`config.mk`:
```
export PLATFORM = sky130hd
export DESIGN_NAME = pipeline_hazard_ctrl
export DESIGN_NICKNAME = d
export VERILOG_FILES = /design/src/rtl/pipeline_hazard_ctrl.sv
export SDC_FILE = /design/constraint.sdc
export NUM_CORES = 1
export LEC_CHECK = 0
export CORE_AREA = 4 4 106 108
export DETAILED_ROUTE_END_ITERATION = 8
export DIE_AREA = 0 0 110 112
export GPL_ROUTABILITY_DRIVEN = 0
export PLACE_DENSITY = 0.83
export SLEW_MARGIN = 10
export SYNTH_ARGS = -nofsm -noshare
export SYNTH_HDL_FRONTEND = slang
export SYNTH_SLANG_ARGS = --single-unit
export TNS_END_PERCENT = 10
```
`constraint.sdc`:
```
create_clock -name CLK -period 5.61 [get_ports CLK]
set_input_delay 1.122 -clock CLK [delete_from_list [all_inputs] [get_ports CLK]]
set_output_delay 1.122 -clock CLK [all_outputs]
set_load 0.05 [all_outputs]
```
`src/rtl/pipeline_hazard_ctrl.sv`:
```
// Hazard, forwarding and halt-drain controller for a 5-stage MIPS pipeline.
// Latch enables/flushes and forwarded operands are combinational; halt and statistics are registered.
module pipeline_hazard_ctrl #(
  parameter int DATA_W       = 32,
  parameter int REG_W        = 5,
  parameter int BRANCH_STAGE = 2,
  parameter int DRAIN_CYC    = 1,
  parameter int CNT_W        = 16
) (
  input  logic              CLK,
  input  logic              nRST,
  input  logic              ihit,
  input  logic              dhit,
  input  logic              mem_req,
  input  logic              id_valid,
  input  logic [REG_W-1:0]  id_rs,
  input  logic [REG_W-1:0]  id_rt,
  input  logic [REG_W-1:0]  ex_rs,
  input  logic [REG_W-1:0]  ex_rt,
  input  logic [DATA_W-1:0] ex_rdat1,
  input  logic [DATA_W-1:0] ex_rdat2,
  input  logic [REG_W-1:0]  ex_wsel,
  input  logic              ex_reg_wr,
  input  logic              ex_is_load,
  input  logic [REG_W-1:0]  mem_wsel,
  input  logic              mem_reg_wr,
  input  logic [DATA_W-1:0] mem_wdat,
  input  logic [REG_W-1:0]  wb_wsel,
  input  logic              wb_reg_wr,
  input  logic [DATA_W-1:0] wb_wdat,
  input  logic              br_taken,
  input  logic              halt_mem,
  output logic              fetch_en,
  output logic              decode_en,
  output logic              execute_en,
  output logic              memory_en,
  output logic              f_flush,
  output logic              d_flush,
  output logic              e_flush,
  output logic              pc_en,
  output logic              pc_redirect,
  output logic [DATA_W-1:0] fwd_dat1,
  output logic [DATA_W-1:0] fwd_dat2,
  output logic              halt,
  output logic [CNT_W-1:0]  stall_cnt,
  output logic [CNT_W-1:0]  flush_cnt
);

  // state  | meaning
  // RUN    | normal issue, hazards resolved by fixed priority
  // DRAIN  | front end squashed while older work retires through MEM/WB
  // HALTED | pipeline frozen, halt asserted until reset
  typedef enum logic [1:0] {
    RUN    = 2'd0,
    DRAIN  = 2'd1,
    HALTED = 2'd2
  } state_t;

  localparam logic [CNT_W-1:0] CNT_MAX    = '1;
  localparam logic [2:0]       DRAIN_INIT = 3'(DRAIN_CYC);
  localparam logic             E_FLUSH_BR = (BRANCH_STAGE == 3);

  state_t     state;
  logic [2:0] drain_cnt;

  logic busy;
  logic hold;
  logic lu;
  logic br;
  logic br_act;
  logic halt_go;
  logic stall_ev;
  logic flush_ev;

  assign busy    = mem_req & ~dhit;
  assign hold    = busy | (state != RUN);
  assign lu      = id_valid & ex_reg_wr & ex_is_load & (ex_wsel != '0) &
                   ((ex_wsel == id_rs) | (ex_wsel == id_rt));
  assign br      = br_taken & ~hold;
  assign halt_go = (state == RUN) & halt_mem & ~busy;

  // A halt in EX/MEM outranks a taken branch, so the branch never counts as a flush.
  assign br_act   = br & ~halt_mem;
  assign flush_ev = br_act;
  assign stall_ev = busy | (~halt_mem & ~br_act & (lu | ~ihit));

  always_comb begin
    fetch_en    = 1'b0;
    decode_en   = 1'b0;
    execute_en  = 1'b0;
    memory_en   = 1'b0;
    f_flush     = 1'b0;
    d_flush     = 1'b0;
    e_flush     = 1'b0;
    pc_en       = 1'b0;
    pc_redirect = 1'b0;
    unique case (state)
      RUN: begin
        if (!busy) begin
          decode_en  = 1'b1;
          execute_en = 1'b1;
          memory_en  = 1'b1;
          if (halt_mem) begin
            f_flush = 1'b1;
            d_flush = 1'b1;
          end else if (br) begin
            pc_redirect = 1'b1;
            f_flush     = 1'b1;
            d_flush     = 1'b1;
            e_flush     = E_FLUSH_BR;
          end else if (lu) begin
            d_flush = 1'b1;
          end else if (!ihit) begin
            f_flush = 1'b1;
          end else begin
            fetch_en = 1'b1;
            pc_en    = 1'b1;
          end
        end
      end
      DRAIN: begin
        memory_en = 1'b1;
        f_flush   = 1'b1;
        d_flush   = 1'b1;
        e_flush   = 1'b1;
      end
      default: ;
    endcase
  end

  // EX/MEM is the younger producer, so it wins over MEM/WB.
  always_comb begin
    fwd_dat1 = ex_rdat1;
    if (mem_reg_wr && (mem_wsel == ex_rs) && (ex_rs != '0))
      fwd_dat1 = mem_wdat;
    else if (wb_reg_wr && (wb_wsel == ex_rs) && (ex_rs != '0))
      fwd_dat1 = wb_wdat;
  end

  always_comb begin
    fwd_dat2 = ex_rdat2;
    if (mem_reg_wr && (mem_wsel == ex_rt) && (ex_rt != '0))
      fwd_dat2 = mem_wdat;
    else if (wb_reg_wr && (wb_wsel == ex_rt) && (ex_rt != '0))
      fwd_dat2 = wb_wdat;
  end

  always_ff @(posedge CLK) begin
    if (!nRST) begin
      state     <= RUN;
      drain_cnt <= '0;
      halt      <= 1'b0;
      stall_cnt <= '0;
      flush_cnt <= '0;
    end else begin
      unique case (state)
        RUN: begin
          if (stall_ev && (stall_cnt != CNT_MAX))
            stall_cnt <= stall_cnt + 1'b1;
          if (flush_ev && (flush_cnt != CNT_MAX))
            flush_cnt <= flush_cnt + 1'b1;
          if (halt_go) begin
            state     <= DRAIN;
            drain_cnt <= DRAIN_INIT;
          end
        end
        DRAIN: begin
          if (drain_cnt <= 3'd1) begin
            state     <= HALTED;
            halt      <= 1'b1;
            drain_cnt <= '0;
          end else begin
            drain_cnt <= drain_cnt - 3'd1;
          end
        end
        HALTED: halt <= 1'b1;
        default: state <= RUN;
      endcase
    end
  end

endmodule

```
* After elaboration in Yosys (flattened, before gate mapping)
Cells that the tools add are included.
** Word-level totals
- Flip-flop bits (word level) :: 38
- Logic and storage cells :: 102
- Bits of input ports :: 175
- Output and inout bits :: 106
** Cells by class
- Reduce and logical (&&, ||, !) cells :: 22
- $lt $le $gt $ge :: 1
- Bitwise operators :: 22
- Equality and inequality tests :: 12
- Multiplexer cells :: 37
- Add/subtract/negate cells :: 3
** Operators by type and width (number)
- $mux W32 :: 4
- $add A16 B1 Y16 const B :: 2
- $ne A16 B16 Y1 const B :: 2
- $eq A5 B5 Y1 :: 6
- $mux W1 :: 23
- $reduce_bool A5 Y1 :: 3
- $and A1 B1 Y1 :: 11
- $logic_and A1 B1 Y1 :: 10
- $pmux W1 S2 :: 4
- $reduce_and A2 Y1 :: 4
- $not A1 Y1 :: 7
- $mux W3 :: 2
- $pmux W2 S3 :: 1
- $pmux W3 S2 :: 1
- $reduce_bool A2 Y1 :: 3
- $mux W2 :: 2
- $ne A2 B2 Y1 const B :: 2
- $or A1 B1 Y1 :: 4
- $le A3 B1 Y1 const B :: 1
- $reduce_and A3 Y1 :: 1
- $sub A3 B1 Y3 const B :: 1
- $eq A2 B1 Y1 const B :: 1
- $eq A2 B2 Y1 const B :: 1
- $logic_not A2 Y1 :: 1

* Depth between registers and ports, before layout
Gate-level depths: netlist of run 1.
- Word-level depth :: 12
- Depth in mapped cells :: 11
- Mapped depth without buffers :: 7

* Least setup slack after synthesis of run 1
No wires, ideal clock.
- Kind :: in2out
- From :: input port mem_req
- To :: output port pc_en
- Required time :: 4.488 ns
- Stages on the path :: 4
- Setup slack :: 0.903 ns
- Path buffers :: 1
- Data arrival time :: 3.585 ns
- Cells stage by stage :: nor2b_1 > nor3_1 > and4b_1 > buf_4
** Between the ends
- Word-level cells in the longest chain between the ends :: 8
** Ends and longest elaborated chain
- from (decl) :: line 14 : input logic mem_req,
- $and A1 B1 Y1 (*) :: line 75 : assign busy = mem_req & ~dhit;
- $or A1 B1 Y1 :: line 76 : assign hold = busy | (state != RUN);
- $not A1 Y1 :: line 79 : assign br = br_taken & ~hold;
- $and A1 B1 Y1 :: line 79
- $mux W1 (2 in a row)
- $mux W1 (*) (2 in a row)
- to (decl) :: line 40 : output logic pc_en,
Every way passes the cells marked *; elsewhere a longest branch is shown, timed or not.

* Final worst setup path of run 1
- From :: input port wb_wsel[3]
- To :: output port fwd_dat2[26]
** Between the ends
- Word-level cells in the longest chain between the ends :: 5
** Ends and longest elaborated chain
- from (decl) :: line 28 : input logic [REG_W-1:0] wb_wsel,
- $eq A5 B5 Y1 :: line 144 : else if (wb_reg_wr && (wb_wsel == ex_rt) && (ex_rt != '0))
- $logic_and A1 B1 Y1 (2 in a row) :: line 144
- $mux W32 :: line 144
- $mux W32 :: line 142 : if (mem_reg_wr && (mem_wsel == ex_rt) && (ex_rt != '0))
- to (decl) :: line 43 : output logic [DATA_W-1:0] fwd_dat2,
No other way between the ends.

==> out/qor.yml, run 1 <==
outcome:
  outcome: "finished clean"
sta:
  tightest_slew_ps: 984
  fin_crit_sh: 0.923
  tns_ps: 0
  relSlewSlack: 0.340
  finalSetupViolCount: 0
  hold_viol_final: 0
  fin_crit_ps: 5180
  maxSlewViolCount: 0
  skew_ps: 2.91
  setup_ws_ps: 433
  fmax_ghz: 0.193
  rsz0062_at_grt: "no"
pwr:
  switchingPower_mw: 0.388
  combinationalPowerShare: 0.498
  switching_share: 0.385
  internal_power_mw: 0.621
  ir_drop_uv: 149
  seqPwrFrac: 0.281
  leakage_nw: 2.18
  power_frac_clock: 0.221
  power_density_nw_per_um2: 156
  finalPower_mw: 1.01
routing:
  wirelength_um: 17800
  avgRoutedWirePerCell_um: 19.9
  routed-via-count: 4798
  drt_iter0_markers: 374
  ant_nets: 0
  viasPerCell: 5.36
  drtPass1Iterations: 5
  drc: 0
global_routing:
  grt_pass1_vias: 4684
  antenna_found_initial: 4
  grt_max_degree: 37
  grt_pass1_wl_um: 26300
  overflow: 0
  grt_use_total: 0.276
hold_path:
  hp-start: "halt"
  hold_class: "register to register"
  holdPathStages: 1
  holdPathEnd: "halt"
layout:
  fillers: 867
  syn2layout_area_growth_pct: 83.2
  fin_nets: 936
  multi_input_area_um2: 2620
  final-seq-area_um2: 761
  finish.utilization: 0.633
  drive_above_1_share: 0.0620
  design_area_um2: 6480
floorplanning:
  placementRows: 37
  die_y_um: 112
  initial_utilization: 0.346
  chipWidth_um: 110
  core_um2: 10200
  ios: 281
  dieArea_um2: 12300
setup_path:
  critPathMaxFanout: 22
  worstPathRequired_ps: 4490
  r2r_start: "stall_cnt[4]"
  crit_type: "primary input to output port"
  critPathArrivalTime_ps: 4060
  worstRegToRegCells: 7
  cp-end-kind: "output port"
  rrSetupSlack_ps: 3350
  start_kind: "primary input"
  rr_endpoint: "stall_cnt[3]"
cts:
  hold_buffers: 0
  clock_sinks: 38
  clkLatencyLatePin_ps: 290
  root_buffer: "clkbuf_8"
  clk_path_buf_depth: 2
  htree_levels: 2
  cts_resized: 0
  cts_buffers: 5
  path_clk_slew_ps: 80
  post_cts_buffers: 0
  cts_tree: "done"
yosys:
  synth_top_cell_area_share: 0.215
  synth_edf_count: 0
  syn-num-nets: 673
  ys_seq_area_frac: 0.215
  synth_ff_type: "dfxtp_1"
  ys_types: 38
  synth-seq-cells: 38
  yosysTopAreaCell: "dfxtp_1"
  syn-instance-count: 494
  netlist_top_cells_area: "dfxtp_1, mux2i_1, o21ai_0"
  async_reset_ff_frac: 0
  yosysWarnings: 0
  syn_avg_cell_area_um2: 7.16
  syn-cell-area_um2: 3540
place:
  postPlaceCellArea_um2: 6370
  port_buffers: 280
  place_hpwl_um: 14800
  dp_worst_setup_slack_ps: 497
run:
  maxCapViolCount: 0
[placed cells by master, fill, tap and decap left out, types with 2 or more instances in the layout]
master	count
and4_1	4
a211oi_1	2
clkbuf_8	8
inv_1	4
xnor2_1	22
and3_2	2
and2_1	3
nor4_1	6
nor2_1	31
nand4_1	10
mux2i_1	65
o31ai_1	2
nor3_1	8
nand2b_1	4
o21ai_0	75
dfxtp_1	38
clkdlybuf4s50_1	254
nor2_4	2
or3_1	10
nand3_1	11
xor2_1	22
o21a_1	3
and2_4	2
and3_1	9
o211ai_1	2
a21oi_1	26
ha_1	4
nand2_1	87
buf_4	31
[registers in the layout (all words and copies together), names as in the netlist]
register / count
drain_cnt: 3
state: 2
flush_cnt: 16
stall_cnt: 16
halt: 1
[critical path, stage by stage]
cell	delay, ps
clkdlybuf4s50_1	540
xor2_1	220
nor3_1	200
nand3_1	160
nor2_4	130
buf_4	370
mux2i_1	120
o21ai_0	290
clkdlybuf4s50_1	880
[synth_stat cells (all sizes together), types with 5 or more instances]
cell,number
nor2,33
clkbuf,18
o21ai,76
and2,5
nand3,11
mux2i,65
a21oi,26
buf,12
nor3,8
xor2,22
nor4,6
or3,10
xnor2,22
nand2,87
nand4,10
and3,11
dfxtp,38
[power groups by stage]
stage | Clock [mW] | Sequential (mW) | Combinational (mW)
after floorplan | 0 | 0.302 | 0.243
after global placement | 0 | 0.289 | 0.492
after detailed placement | 0 | 0.290 | 0.500
after global routing | 0.241 | 0.285 | 0.528
final | 0.223 | 0.284 | 0.503
after CTS | 0.224 | 0.284 | 0.502
[through the flow]
stage                     instances  hold WS (ps)
final                           895           474
after detailed placement        886           455
after global placement          886           438
after CTS                       894           480
after floorplan                 494           454
after global routing            895           514
[worst max-delay path by stage]
stage,startpoint,to,slack [ps]
final,wb_wsel[3],fwd_dat2[26],430
after floorplan,mem_req,pc_en,900
after global placement,wb_wsel[3],fwd_dat2[26],530
after CTS,wb_wsel[3],fwd_dat2[26],470
after global routing,ex_rs[1],fwd_dat1[31],270
after detailed placement,wb_wsel[3],fwd_dat2[26],500
[cell type report]
type                            count  share of cell area
Timing Repair Buffer              286               0.431
Multi-Input combinational cell    421               0.405
Sequential cell                    38               0.117
Tap cell                          136              0.0263
Clock buffer                        8              0.0170
Inverter                            5             0.00290
Antenna cell                        1            0.000386
[logic make-up after synthesis]
kind of cell             Yosys count  synth area share
AO/OA/AOI/OAI                    116             0.176
XOR/XNOR                          44             0.109
adder cells (fa/ha/maj)            4            0.0141
buffers and inverters             35            0.0481
flip-flops                        38             0.215
multiplexers                      65             0.184
AND/OR/NAND/NOR                  192             0.254
[metal layers]
metal  vias up  track usage  wire (um)  share of wire
li1       2264            -          -              -
met1      2242        0.336       6910           0.39
met2       242        0.446       8430           0.47
met3        44       0.0922       1870           0.10
met4         6        0.101        569          0.032
met5         -            0         41         0.0023
Note: power is estimated with default switching activity, not from simulation.
==> run 2: changes to the inputs <==
CORE_AREA = 2 2 109 111   (was 4 4 106 108)
DIE_AREA = 0 0 111 113   (was 0 0 110 112)
PLACE_DENSITY = 0.77   (was 0.83)
SKIP_LAST_GASP = 1   (was default)
clock period = 4.8 ns   (was 5.61 ns; I/O delays follow)
==> run 2 against run 1 <==
Against the previous run:
- wire length shrank 8.4%
- final cell count grew 1.1%
- hold slack worse by 21 ps
- non-clock buffer count up 3
- critical path depth grew 1
- core utilization decreased by 1.1 points
- register-to-register slack lost 790 ps
- via count shrank 1.8%
- die area rose by 1.8%
- clock skew rose by 1.6 ps
- sequential share of layout area fell by 0.90 points
- flip-flop and latch count unchanged
- critical path type unchanged
==> out/qor.yml, run 2 (synthesized netlist as in run 1, its figures left out) <==
setup_path:
  r2r_start: "stall_cnt[2]"
  crit_type: "primary input to output port"
  cpPeakStageDelay_ps: 600
  cp-end-kind: "output port"
  worstPathRequired_ps: 3840
  startpoint: "ex_rs[1]"
  worstRegToRegCells: 7
  crit_family: "simple AND/OR/NAND/NOR gates"
  worstPathCellList: "clkdlybuf4s50_1 > nor4_1 > nor3_1 > a21oi_1 > nor4_1 > and3_2 > buf_12 > nand2_1 > o21ai_0 > buf_12"
  rr_endpoint: "stall_cnt[10]"
  worst-path-buf-inv: 3
  start_kind: "primary input"
  critPathArrivalTime_ps: 3440
  slowest_stage: "and3_2"
  rrSetupSlack_ps: 2560
  critPathMaxFanout: 33
sta:
  rsz0062_at_grt: "no"
  relSlewSlack: 0.347
  skew_ps: 4.47
  tns_ps: 0
  maxSlewViolCount: 0
  tightest_slew_ps: 973
  fin_crit_ps: 4400
  fin_crit_sh: 0.916
  hold_viol_final: 0
  fmax_ghz: 0.227
  finalSetupViolCount: 0
global_routing:
  grt_pass1_vias: 4637
  grt_max_degree: 36
  grt_pass1_wl_um: 25000
  overflow: 0
  antenna_found_initial: 2
  grt_use_total: 0.247
place:
  dp.cells: 896
  port_buffers: 280
  place_hpwl_um: 13400
layout:
  layout_common_cells: "clkdlybuf4s50_1, nand2_1, o21ai_0"
  fin_cells: 905
  drive_above_1_share: 0.114
  mostFrequentLayoutCell: "clkdlybuf4s50_1"
  fin_nets: 939
  top_regs: "flush_cnt x16, stall_cnt x16, drain_cnt x3"
  finish.utilization: 0.622
  syn2layout_area_growth_pct: 98.4
cts:
  post_cts_buffers: 0
  clk_path_buf_depth: 2
  cts_resized: 0
  cts_tree: "done"
  hold_buffers: 0
  htree_levels: 2
  clkLatencyLatePin_ps: 280
  path_clk_slew_ps: 50
  cts_buffers: 5
  root_buffer: "clkbuf_16"
  clock_sinks: 38
pwr:
  power_density_nw_per_um2: 195
  ir_drop_uv: 242
  finalPower_mw: 1.37
  leakage_nw: 2.45
floorplanning:
  placementRows: 39
  die_y_um: 113
  ios: 281
  dieArea_um2: 12500
  initial_utilization: 0.314
  core_um2: 11300
  chipWidth_um: 111
routing:
  ant_nets: 0
  drt_iter0_markers: 368
  avgRoutedWirePerCell_um: 18.0
  drc: 0
  wirelength_um: 16300
  routed-via-count: 4713
  viasPerCell: 5.21
  drtPass1Iterations: 5
run:
  maxCapViolCount: 0
hold_path:
  holdPathEnd: "halt"
  holdPathStages: 1
  hp-start: "halt"
  hold_class: "register to register"
outcome:
  outcome: "finished clean"
-- run 2: stage by stage --
| stage | instance area [um^2] | hold slack (ps) | setup slack (ps) |
|---|---|---|---|
| finish | 7020 | 454 | 401 |
| global route | 7010 | 479 | 279 |
| CTS | 7010 | 460 | 429 |
| detailed placement | 6840 | 448 | 433 |
| global placement | 6840 | 435 | 577 |
| floorplan | 3540 | 454 | 417 |
-- run 2: worst max path at each step --
stage | depth (start not counted) | endpoint | slack, ps
2_1_floorplan | 4 | pc_en | 420
3_3_place_gp | 9 | fwd_dat1[19] | 580
3_5_place_dp | 10 | fwd_dat1[13] | 430
4_1_cts | 10 | fwd_dat1[13] | 430
5_1_grt | 10 | fwd_dat1[4] | 280
6_report | 10 | fwd_dat1[13] | 400
-- run 2: area by class of cell --
class / instances / area [um^2]
Fill cell: 971 / 4260
Timing Repair Buffer: 289 / 3260
Multi-Input combinational cell: 421 / 2620
Sequential cell: 38 / 761
Tap cell: 143 / 179
Clock buffer: 6 / 139
Clock inverter: 1 / 30.0
Inverter: 5 / 18.8
Antenna cell: 2 / 5.00
-- run 2: power by group --
| group | internal [mW] | total (mW) | leakage (nW) | switching (mW) |
|---|---|---|---|---|
| sequential | 0.323 | 0.332 | 0.307 | 0.00860 |
| combinational | 0.313 | 0.656 | 2.06 | 0.342 |
| clock | 0.256 | 0.381 | 0.0830 | 0.125 |
-- run 2: worst reg2reg max path, delay by kind of cell (launching register included) --
family / cells / cell delay [ps]
flip-flops: 1 / 370
AND/OR/NAND/NOR: 5 / 1340
AO/OA/AOI/OAI: 2 / 430
-- run 2: routing by layer --
metal  vias to the layer above  global-route usage  share of wire
met5                         -                   0              0
met4                         0              0.0800          0.026
met3                        27              0.0461          0.072
met2                       256               0.433           0.48
met1                      2155               0.306           0.42
li1                       2275                   -              -
==> run 3: changes to the inputs <==
CORE_AREA = 2 2 110 112   (was 2 2 109 111)
DIE_AREA = 0 0 112 114   (was 0 0 111 113)
PLACE_DENSITY = 0.75   (was 0.77)
REMOVE_ABC_BUFFERS = 1   (was default)
clock period = 5.5 ns   (was 4.8 ns; I/O delays follow)
==> run 3 against run 2 <==
Against the previous run:
- combinational power decreased by 21%
- clock power decreased by 13%
- via count decreased by 0.57%
- core utilization decreased by 5.7 points
- sequential share of layout area increased by 0.65 points
- first-iteration DRC count decreased by 25%
- worst setup slack got worse by 93 ps
- critical path depth unchanged
- clock-buffer cell count unchanged
- critical path type unchanged
==> out/qor.yml, run 3 (synthesized netlist as in run 1, its figures left out) <==
place:
  dp.cells: 899
  port_buffers: 280
  dp_worst_setup_slack_ps: 386
  place_hpwl_um: 14100
sta:
  tightest_slew_ps: 976
  hold_viol_final: 0
  skew_ps: 5.33
  fin_crit_sh: 0.944
  fin_crit_ps: 5190
  relSlewSlack: 0.345
  fmax_ghz: 0.193
  timing.hold.ws_ps: 471
  rsz0062_at_grt: "no"
  setup_ws_ps: 308
  finalSetupViolCount: 0
  maxSlewViolCount: 0
hold_path:
  holdPathStages: 1
  hold_class: "register to register"
  holdPathEnd: "halt"
  hp-start: "halt"
floorplanning:
  initial_utilization: 0.302
  die_y_um: 114
  core_um2: 11700
  chipWidth_um: 112
  ios: 281
  placementRows: 40
  dieArea_um2: 12800
cts:
  cts_resized: 0
  clk_path_buf_depth: 2
  htree_levels: 2
  hold_buffers: 0
  cts_tree: "done"
  path_clk_slew_ps: 60
  clock_sinks: 38
  post_cts_buffers: 0
  cts_buffers: 5
  root_buffer: "clkbuf_16"
  clkLatencyLatePin_ps: 280
setup_path:
  worstRegToRegCells: 7
  worstPathRequired_ps: 4400
  r2r_start: "stall_cnt[4]"
  critPathMaxFanout: 20
  rr_endpoint: "stall_cnt[6]"
  start_kind: "primary input"
  crit_type: "primary input to output port"
  cp-end-kind: "output port"
  rrSetupSlack_ps: 3250
  critPathArrivalTime_ps: 4090
layout:
  drive_above_1_share: 0.0527
  layout_common_cells: "clkdlybuf4s50_1, nand2_1, o21ai_0"
  syn2layout_area_growth_pct: 87.2
  fin_nets: 938
  mostFrequentLayoutCell: "clkdlybuf4s50_1"
  top_regs: "flush_cnt x16, stall_cnt x16, drain_cnt x3"
  fin_cells: 910
routing:
  ant_nets: 0
  drt_iter0_markers: 275
  routed-via-count: 4686
  wirelength_um: 17000
  drtPass1Iterations: 5
  avgRoutedWirePerCell_um: 18.7
  viasPerCell: 5.15
  drc: 0
outcome:
  outcome: "finished clean"
pwr:
  leakage_nw: 2.22
  ir_drop_uv: 166
  power_density_nw_per_um2: 172
global_routing:
  grt_use_total: 0.248
  grt_pass1_vias: 4549
  antenna_found_initial: 4
  overflow: 0
  grt_max_degree: 36
  grt_pass1_wl_um: 25200
run:
  maxCapViolCount: 0
[run 3: cell count changes in the layout (fill, tap and decap cells not counted), sizes merged]
cell	change
clkdlybuf4s50	+46
buf	-47
diode	+2
[run 3: worst max path at each step]
stage / cells past startpoint / slack [ps] / start / to
after detailed placement: 10 / 390 / ex_rs[2] / fwd_dat1[29]
after floorplan: 6 / -400 / wb_wsel[3] / fwd_dat2[0]
after global placement: 10 / 510 / ex_rs[2] / fwd_dat1[10]
after global routing: 10 / 220 / ex_rs[3] / fwd_dat1[29]
final: 10 / 310 / ex_rs[2] / fwd_dat1[29]
after CTS: 10 / 390 / ex_rs[2] / fwd_dat1[29]
[run 3: area by class of cell]
type                    count  area [um^2]
clock inverters             1         30.0
clock buffers               6          139
well taps                 147          184
multi-input cells         421         2620
inverters                   5         18.8
flip-flops and latches     38          761
diodes                      4         10.0
repair buffers            288         2860
fillers                  1054         5090
[run 3: critical path, cell delays in order]
cell and delay, ps:
clkdlybuf4s50_1 550, nor4_1 100, nor3_1 180, a21oi_1 70, nor4_1 300, and3_2 490, buf_4 250, nand2_1 70
o21ai_0 110, clkdlybuf4s50_1 850
[run 3: power by group]
group / switching (mW) / internal [mW] / total [mW]
combinational: 0.292 / 0.229 / 0.521
clock: 0.107 / 0.224 / 0.330
sequential: 0.00751 / 0.282 / 0.290
[run 3: per-stage QoR]
step | utilization | setup TNS [ps] | power (mW) | cell area, um^2
floorplan | - | -13230 | 0.550 | 3390
global placement | 0.550 | 0 | 0.807 | 6440
detailed placement | 0.550 | 0 | 0.814 | 6440
CTS | 0.565 | 0 | 1.15 | 6610
global route | 0.565 | 0 | 1.18 | 6620
finish | 0.565 | 0 | 1.14 | 6620
[run 3: per-layer routing]
layer / vias up / routed length (um) / global-route usage
li1: 2267 / - / -
met1: 2149 / 6800 / 0.295
met2: 238 / 8210 / 0.438
met3: 32 / 1520 / 0.0675
met4: 0 / 490 / 0.0772
met5: - / 0 / 0
